File: config.mk
export PLATFORM = sky130hd
export DESIGN_NAME = hdmi_video_sched
export DESIGN_NICKNAME = d
export VERILOG_FILES = /design/src/rtl/hdmi_pkg.sv /design/src/rtl/video_timing_cnt.sv /design/src/rtl/hdmi_video_sched.sv
export SDC_FILE = /design/constraint.sdc
export NUM_CORES = 1
export LEC_CHECK = 0
export ABC_AREA = 1
export CAP_MARGIN = 5
export CORE_MARGIN = 2
export CORE_UTILIZATION = 54
export DETAILED_ROUTE_END_ITERATION = 12
export PLACE_DENSITY = 0.95
export SLEW_MARGIN = 15
export SYNTH_ARGS = -nofsm -noshare
export SYNTH_HDL_FRONTEND = slang
export SYNTH_SLANG_ARGS = --single-unit
File: constraint.sdc
create_clock -name clk_i -period 4.1 [get_ports clk_i]
set_clock_uncertainty 0.1 [all_clocks]
set_input_delay 0.82 -clock clk_i [delete_from_list [all_inputs] [get_ports clk_i]]
set_output_delay 0.82 -clock clk_i [all_outputs]
set_load 0.005 [all_outputs]
File: src/rtl/hdmi_pkg.sv
// rtl/hdmi_pkg.sv - shared types and constants for the HDMI video scheduler
package hdmi_pkg;

    typedef enum logic [2:0] {
        IDLE,
        CTRL,
        PREAMBLE,
        GUARD,
        VIDEO
    } period_t;

    // Guard-band symbols substituted by the downstream symbol mux
    localparam logic [9:0] GB_CODE_CH0 = 10'b1011001100;
    localparam logic [9:0] GB_CODE_CH1 = 10'b0100110011;
    localparam logic [9:0] GB_CODE_CH2 = 10'b1011001100;

    // Video preamble: CTL0..3 = 1,0,0,0 -> ch1 {ctl_1,ctl_0}=01, ch2=00
    localparam logic [1:0] PRE_CTL_CH1 = 2'b01;
    localparam logic [1:0] PRE_CTL_CH2 = 2'b00;

    localparam int PREAMBLE_LEN = 8;
    localparam int GUARD_LEN    = 2;

endpackage

File: src/rtl/video_timing_cnt.sv
// rtl/video_timing_cnt.sv - horizontal/vertical raster counters with hold and reload
module video_timing_cnt #(
    parameter int H_TOT    = 36,
    parameter int V_TOT    = 9,
    parameter int V_ACTIVE = 4,
    parameter int HW       = 6,
    parameter int VW       = 4
) (
    input  logic          clk_i,
    input  logic          rst_i,
    input  logic          en_i,
    output logic [HW-1:0] h_o,
    output logic [VW-1:0] v_o,
    output logic          line_end_o,
    output logic          next_active_o
);

    localparam logic [HW-1:0] H_LAST     = HW'(H_TOT - 1);
    localparam logic [VW-1:0] V_LAST     = VW'(V_TOT - 1);
    localparam logic [VW-1:0] V_ACT_LAST = VW'(V_ACTIVE - 1);

    logic [HW-1:0] h_q, h_d;
    logic [VW-1:0] v_q, v_d;

    // Next count: h wraps each line, v advances on h wrap; disabled parks on the last line
    always_comb begin
        h_d = h_q + 1'b1;
        v_d = v_q;
        if (h_q == H_LAST) begin
            h_d = '0;
            v_d = (v_q == V_LAST) ? '0 : v_q + 1'b1;
        end
        if (!en_i) begin
            h_d = '0;
            v_d = V_LAST;
        end
    end

    // Counter registers
    always_ff @(posedge clk_i or posedge rst_i) begin
        if (rst_i) begin
            h_q <= '0;
            v_q <= V_LAST;
        end else begin
            h_q <= h_d;
            v_q <= v_d;
        end
    end

    assign h_o           = h_q;
    assign v_o           = v_q;
    assign line_end_o    = (h_q == H_LAST);
    assign next_active_o = (v_q == V_LAST) || (v_q < V_ACT_LAST);

endmodule

File: src/rtl/hdmi_video_sched.sv
// rtl/hdmi_video_sched.sv - raster timing and period sequencing for three TMDS encoders
module hdmi_video_sched
    import hdmi_pkg::*;
#(
    parameter int H_ACTIVE    = 1280,
    parameter int H_FP        = 110,
    parameter int H_SYNC      = 40,
    parameter int H_BP        = 220,
    parameter int V_ACTIVE    = 720,
    parameter int V_FP        = 5,
    parameter int V_SYNC      = 5,
    parameter int V_BP        = 20,
    parameter bit HS_POL      = 1'b1,
    parameter bit VS_POL      = 1'b1,
    parameter int HDMI_MODE   = 1,
    parameter int ENC_LATENCY = 4
) (
    input  logic        clk_i,
    input  logic        rst_i,
    input  logic        en_i,
    input  logic [23:0] px_data_i,
    input  logic        px_empty_i,
    output logic        px_rd_o,
    output logic [7:0]  ch0_data_o,
    output logic [7:0]  ch1_data_o,
    output logic [7:0]  ch2_data_o,
    output logic        ch_val_o,
    output logic [1:0]  ch0_ctl_o,
    output logic [1:0]  ch1_ctl_o,
    output logic [1:0]  ch2_ctl_o,
    output logic        guard_o,
    output logic        frame_start_o,
    output logic        underflow_o
);

    localparam int H_TOT = H_ACTIVE + H_FP + H_SYNC + H_BP;
    localparam int V_TOT = V_ACTIVE + V_FP + V_SYNC + V_BP;
    localparam int HW    = $clog2(H_TOT);
    localparam int VW    = $clog2(V_TOT);

    localparam int unsigned H_ACT_U     = H_ACTIVE;
    localparam int unsigned V_ACT_U     = V_ACTIVE;
    localparam int unsigned HS_START    = H_ACTIVE + H_FP;
    localparam int unsigned HS_END      = H_ACTIVE + H_FP + H_SYNC;
    localparam int unsigned VS_START    = V_ACTIVE + V_FP;
    localparam int unsigned VS_END      = V_ACTIVE + V_FP + V_SYNC;
    localparam int unsigned PRE_START   = H_TOT - PREAMBLE_LEN - GUARD_LEN;
    localparam int unsigned GUARD_START = H_TOT - GUARD_LEN;
    localparam logic [1:0]  CTL0_IDLE   = {~VS_POL, ~HS_POL};

    logic [HW-1:0] h;
    logic [VW-1:0] v;
    logic          line_end;
    logic          next_active;
    logic [31:0]   hx, vx;
    period_t       period;
    logic          hs_act, vs_act, take_px;
    logic [1:0]    ctl0_d;

    period_t       state_q;
    logic [23:0]   data_q;
    logic          val_q, fs_q, uf_q;
    logic [1:0]    ctl0_q, ctl1_q, ctl2_q;
    logic [ENC_LATENCY-1:0] guard_sr_q;

    video_timing_cnt #(
        .H_TOT   (H_TOT),
        .V_TOT   (V_TOT),
        .V_ACTIVE(V_ACTIVE),
        .HW      (HW),
        .VW      (VW)
    ) u_cnt (
        .clk_i        (clk_i),
        .rst_i        (rst_i),
        .en_i         (en_i),
        .h_o          (h),
        .v_o          (v),
        .line_end_o   (line_end),
        .next_active_o(next_active)
    );

    assign hx = 32'(h);
    assign vx = 32'(v);

    // Period decode from the current counter position
    always_comb begin
        period = CTRL;
        if (!en_i) begin
            period = IDLE;
        end else if (hx < H_ACT_U && vx < V_ACT_U) begin
            period = VIDEO;
        end else if (HDMI_MODE != 0 && next_active && (line_end || hx >= GUARD_START)) begin
            period = GUARD;
        end else if (HDMI_MODE != 0 && next_active && hx >= PRE_START) begin
            period = PREAMBLE;
        end
    end

    assign hs_act  = (hx >= HS_START) && (hx < HS_END);
    assign vs_act  = (vx >= VS_START) && (vx < VS_END);
    assign ctl0_d  = en_i ? {vs_act ? VS_POL : ~VS_POL, hs_act ? HS_POL : ~HS_POL} : CTL0_IDLE;
    assign take_px = (period == VIDEO);
    assign px_rd_o = take_px;

    // Registered period and encoder-facing outputs, one cycle behind the counters
    always_ff @(posedge clk_i or posedge rst_i) begin
        if (rst_i) begin
            state_q <= IDLE;
            data_q  <= '0;
            val_q   <= 1'b0;
            ctl0_q  <= CTL0_IDLE;
            ctl1_q  <= 2'b00;
            ctl2_q  <= 2'b00;
            fs_q    <= 1'b0;
            uf_q    <= 1'b0;
        end else begin
            state_q <= period;
            data_q  <= (take_px && !px_empty_i) ? px_data_i : '0;
            val_q   <= take_px;
            ctl0_q  <= ctl0_d;
            ctl1_q  <= (period == PREAMBLE) ? PRE_CTL_CH1 : 2'b00;
            ctl2_q  <= (period == PREAMBLE) ? PRE_CTL_CH2 : 2'b00;
            fs_q    <= take_px && (h == '0) && (v == '0);
            uf_q    <= en_i && (uf_q || (take_px && px_empty_i));
        end
    end

    // Delay the guard indication to line up with the encoders' output symbols
    always_ff @(posedge clk_i or posedge rst_i) begin
        if (rst_i) begin
            guard_sr_q <= '0;
        end else begin
            guard_sr_q <= {guard_sr_q[ENC_LATENCY-2:0], state_q == GUARD};
        end
    end

    assign ch0_data_o    = data_q[7:0];
    assign ch1_data_o    = data_q[15:8];
    assign ch2_data_o    = data_q[23:16];
    assign ch_val_o      = val_q;
    assign ch0_ctl_o     = ctl0_q;
    assign ch1_ctl_o     = ctl1_q;
    assign ch2_ctl_o     = ctl2_q;
    assign guard_o       = guard_sr_q[ENC_LATENCY-1];
    assign frame_start_o = fs_q;
    assign underflow_o   = uf_q;

endmodule

==> impl_metrics.toml, run 1 <==
[setup_path]
start_kind = "input pin"
reg2reg_depth = 6
rr_endpoint = "u_cnt.v_o[8]"
r2r-start = "u_cnt.v_o[0]"
end_kind = "primary output"
rrSetupSlack_ps = 2250
path_class = "in2out"
path_max_fanout = 9
required_ps = 3180
critPathArrivalTime_ps = 2310

[power]
ir_drop_mv = 0.253
p_leak_nw = 1.74
power_mw = 1.12
pwr-share-clk = 0.428
switching_power_uw = 258
power_density_nw_per_um2 = 314
p_int_uw = 867
combPwrFrac = 0.057
switching_share = 0.229
pwr-share-seq = 0.515

[clocking]
cts_sinks = 58
clockRootBuffer = "clkbuf_8"
cts_tree = "done"
post-cts-setup-buffer-count = 0
clockBufferDepth = 2
cts_resized = 0
insertion_delay_ps = 340
cts.htree.levels = 3
path_clk_slew_ps = 60
ctsHoldBuffers = 0
numCtsBuffers = 9

[placement]
hpwl_um = 4600
portBuffers = 59
globalplace.congestion = 0.925
dp_cells = 448
dpl-instance-area_um2 = 3400

[logic_synthesis]
yosys_warnings = 0
synth_area_um2 = 2770
synth-seq-area-share = 0.527
ys_types = 30
avgSynthCellArea_um2 = 8.52
yosys-top-cells-area = "dfrtp_1 46%, inv_1 7.3%, dfstp_2 6.6%, nor2_1 6.1%, nand2_1 6.0%"
netlist.area_leader.share = 0.461
ys_ff_latch = 58
synth_top_cell_by_area = "dfrtp_1"
syn_inst = 325

[sta]
fin_crit_sh = 0.789
worstMarginPinSlew_ps = 745
drv_slew = 0
tns_ps = 0
rsz0062_at_grt = "false"
max_freq_mhz = 309
finalHoldViolations = 0
finalSetupViolations = 0
fin_crit_ps = 3230
max_slew_margin = 0.502

[grt]
grt_usage = 0.248
grt_pass1_vias = 2215
grt_max_degree = 38
antenna_found_initial = 0
grt_overflow_total = 0
grt_pass1_wl_um = 10300

[cells_and_area]
area_growth_syn_to_layout_pct = 29.2
num_antenna_cells = 0
fin_cells = 462
drive_above_1_share = 0.128
final_util = 0.710
final_cell_mix = "59 x clkdlybuf4s50_1, 53 x inv_1, 51 x dfrtp_1"
final_cell_area_um2 = 3580
finish.net_count = 424
layout_commonest_cell = "clkdlybuf4s50_1"
num-fill-cells = 357

[floorplanning]
core_um2 = 5040
dieArea_um2 = 5720
initial_core_util = 0.549
rows = 26
die_w_um = 75.6
io_pins = 63
die_y_um = 75.6

[detailed_routing]
first_iter_violations = 241
antenna_left = 0
vias_per_cell = 5.08
first_pass_iters = 6
drc_errors = 0
vias = 2349
wirelength_um = 6440
avgRoutedWirePerCell_um = 13.9

[hold_path]
hp-class = "reg2reg"
worstHoldStart = "guard_sr_q[1]"
hold_end = "guard_sr_q[2]"
holdPathStages = 0

[job]
cap_viol_max_count = 0

[outcome]
run_status = "finished, final reports clean"
-- metrics by stage --
step | hold WS (ps) | setup WS (ps)
after floorplan | 231 | 1660
after global placement | 237 | 920
after detailed placement | 245 | 859
after CTS | 260 | 859
after global routing | 263 | 776
final | 257 | 866
-- worst max-delay path by stage --
stage	startpoint	to
floorplan	en_i	px_rd_o
global placement	en_i	px_rd_o
detailed placement	en_i	px_rd_o
CTS	en_i	px_rd_o
global route	en_i	px_rd_o
finish	en_i	px_rd_o
-- sequential cells by signal (all words and copies together) (netlist names) --
signal,count
data_q,24
u_cnt.h_o,11
u_cnt.v_o,10
guard_sr_q,4
state_q,3
ch0_ctl_o,2
ch1_ctl_o,1
ch_val_o,1
frame_start_o,1
underflow_o,1
-- cell families (layout without fill, tap and decap cells) --
| group | count (synthesis) | after routing | synth area share |
|---|---|---|---|
| buffers and inverters | 68 | 133 | 0.103 |
| DFF | 58 | 58 | 0.527 |
| AOI/OAI and AO/OA | 29 | 29 | 0.0538 |
| and+or+nand+nor | 158 | 158 | 0.270 |
| other | 1 | 3 | 0.00135 |
| adders and majority gates | 7 | 7 | 0.0316 |
| xor gates and xnor gates | 4 | 4 | 0.0126 |
-- area by class of cell --
type	instances	area (um2)	area share
Inverter	58	218	0.0608
Sequential cell	58	1460	0.408
Timing Repair Buffer	61	606	0.169
Tap cell	70	87.6	0.0245
Multi-Input combinational cell	201	1030	0.288
Clock inverter	2	12.5	0.00350
Clock buffer	12	165	0.0461
-- power groups by stage --
stage	combinational [mW]	sequential (mW)	clock, mW
2_1_floorplan	0.0308	0.588	0
3_3_place_gp	0.0611	0.589	0
3_5_place_dp	0.0643	0.589	0
4_1_cts	0.0647	0.579	0.486
5_1_grt	0.0724	0.579	0.520
6_report	0.0641	0.579	0.482
-- Yosys cell counts --
library cell / count
nand2_4: 1
nand2_1: 44
buf_6: 2
nand4_1: 6
xnor2_1: 1
or2_2: 1
o31ai_1: 1
dfrtp_1: 51
inv_2: 4
nor3_2: 1
nor3_1: 11
buf_2: 4
buf_4: 3
nand3_1: 27
nor2_4: 4
nor2_1: 45
nor4_1: 1
conb_1: 1
ha_1: 7
xor2_1: 3
nor2_2: 11
o21ai_0: 12
a31oi_1: 1
clkbuf_1: 1
and3_1: 1
nand3b_1: 1
nand2_2: 4
dfstp_2: 7
inv_1: 54
a21oi_1: 15
-- critical path: stages --
cell	delay (ps)
clkdlybuf4s50_1	680
inv_1	100
nor2_1	180
clkdlybuf4s50_1	530
-- routing by layer --
layer / wire, um / track usage
met5: 0 / 0
met4: 120 / 0.0975
met3: 345 / 0.0754
met2: 3420 / 0.417
met1: 2550 / 0.299
Note: power is estimated with default switching activity, not from simulation.
==> run 2: changes to the inputs <==
Settings changed: CORE_UTILIZATION 54 to 45, PLACE_DENSITY 0.95 to 0.87.
Clock period 4.1 ns to 2.8 ns, I/O delays scaled along.
==> run 2 against run 1 <==
Compared with the run above:
- via count is 0.72% higher
- sequential share of layout area is 0.33 points lower
- worst hold slack worse by 4.8 ps
- sequential power is 46% higher
- wire length is 3.2% lower
- setup slack worse by 660 ps
- clock power is 51% higher
- register-to-register slack worse by 1300 ps
- total power is 49% higher
- critical path type is now reg2out
- largest power group unchanged
==> impl_metrics.toml, run 2 (same netlist as run 1, synthesis figures left out) <==
[outcome]
run_status = "finished, final reports clean"

[grt]
grtUsageMet1 = 0.253
grt_pass1_wl_um = 10200
gr-usage-met3 = 0.0478
grtUsageMet2 = 0.336
grt_pass1_vias = 2213
antenna_found_initial = 0
grt_usage = 0.205
grt_max_degree = 25
grt_overflow_total = 0
top_usage_layer = "met2"

[detailed_routing]
vias_per_cell = 5.03
first_iter_violations = 185
avgRoutedWirePerCell_um = 13.3
wirelength_um = 6240
vias = 2366
drc_errors = 0
first_pass_iters = 5
antenna_left = 0

[placement]
portBuffers = 59
hpwl_um = 4700
globalplace.congestion = 0.897

[setup_path]
cpPeakStageDelay_ps = 570
reg2reg_depth = 6
critPathMostFrequentCell = "nand2_1"
r2r-start = "u_cnt.h_o[0]"
end_kind = "primary output"
path_max_fanout = 6
start_kind = "register"
critPathSlowestCell = "dfstp_2"
cp-startpoint = "u_cnt.v_o[6]"
required_ps = 2140
critPathArrivalTime_ps = 1940
crit_chain = "nand2_1 > inv_2 > nand2_1 > nand2_1 > nand2_2 > nand2_2 > nor2_2 > clkdlybuf4s50_1"
crit_path_end = "px_rd_o"
rr_endpoint = "u_cnt.h_o[10]"
rrSetupSlack_ps = 980
path_class = "reg2out"

[clocking]
cts_tree = "done"
path_clk_slew_ps = 60
cts_resized = 0
cts_sinks = 58
cts.htree.levels = 3
numCtsBuffers = 9
insertion_delay_ps = 340
post-cts-setup-buffer-count = 0
clockBufferDepth = 2
ctsHoldBuffers = 0
clockRootBuffer = "clkbuf_8"

[floorplanning]
die_w_um = 82.5
dieArea_um2 = 6800
die_y_um = 82.5
initial_core_util = 0.468
rows = 28
core_um2 = 5920
io_pins = 63

[cells_and_area]
final_cell_mix = "59 x clkdlybuf4s50_1, 53 x inv_1, 51 x dfrtp_1"
drive_above_1_share = 0.137
final_util = 0.609
finish.net_count = 426
layout_commonest_cell = "clkdlybuf4s50_1"
num_antenna_cells = 0
top_register = "data_q"
largest_reg_flops = 24
area_growth_syn_to_layout_pct = 30.3

[hold_path]
hp-class = "reg2reg"

[sta]
fin_crit_sh = 0.928
finalSetupViolations = 0
drv_slew = 0
rsz0062_at_grt = "false"
finalHoldViolations = 0
tns_ps = 0
max_freq_mhz = 385
fin_crit_ps = 2600

[power]
p_leak_nw = 1.75
power_density_nw_per_um2 = 463
ir_drop_mv = 0.268

[job]
cap_viol_max_count = 0
[run 2: layer usage]
| metal | vias up | wire (um) |
|---|---|---|
| met5 | - | 0 |
| met4 | 0 | 117 |
| met3 | 12 | 414 |
| met2 | 102 | 3310 |
| met1 | 1119 | 2400 |
| li1 | 1133 | - |
[run 2: through the flow]
step	power, mW	setup WS (ps)	hold slack [ps]	cell area, um2	cells
6_report	1.67	201	252	3610	470
5_1_grt	1.74	62.7	266	3610	470
4_1_cts	1.69	124	257	3610	470
3_5_place_dp	0.959	240	244	3420	455
3_3_place_gp	0.955	294	238	3420	455
2_1_floorplan	0.906	724	231	2780	327
[run 2: power by group]
| part | switching, mW | internal (mW) |
|---|---|---|
| clock network | 0.329 | 0.400 |
| registers | 0.00519 | 0.843 |
| logic | 0.0486 | 0.0460 |
| total | 0.383 | 1.29 |
[run 2: worst max-delay path, delay by kind of cell (launching register included)]
family | cells | cell delay (ps)
DFF | 1 | 570
buffers and inverters | 2 | 530
and+or+nand+nor | 6 | 490
[run 2: area by class of cell]
type                    count  area, um2
fillers                   496       2310
flip-flops and latches     58       1460
multi-input cells         201       1030
repair buffers             63        621
inverters                  58        218
clock buffers               9        124
well taps                  75       93.8
clock inverters             6       58.8
[run 2: how the worst min path moves through the flow]
stage	to	depth (start not counted)	slack (ps)	from
floorplan	guard_sr_q[1]	0	230	guard_sr_q[0]
global placement	guard_sr_q[3]	0	240	guard_sr_q[2]
detailed placement	guard_sr_q[1]	0	240	guard_sr_q[0]
CTS	guard_sr_q[1]	0	260	guard_sr_q[0]
global route	guard_sr_q[1]	0	270	guard_sr_q[0]
finish	guard_sr_q[1]	0	250	guard_sr_q[0]
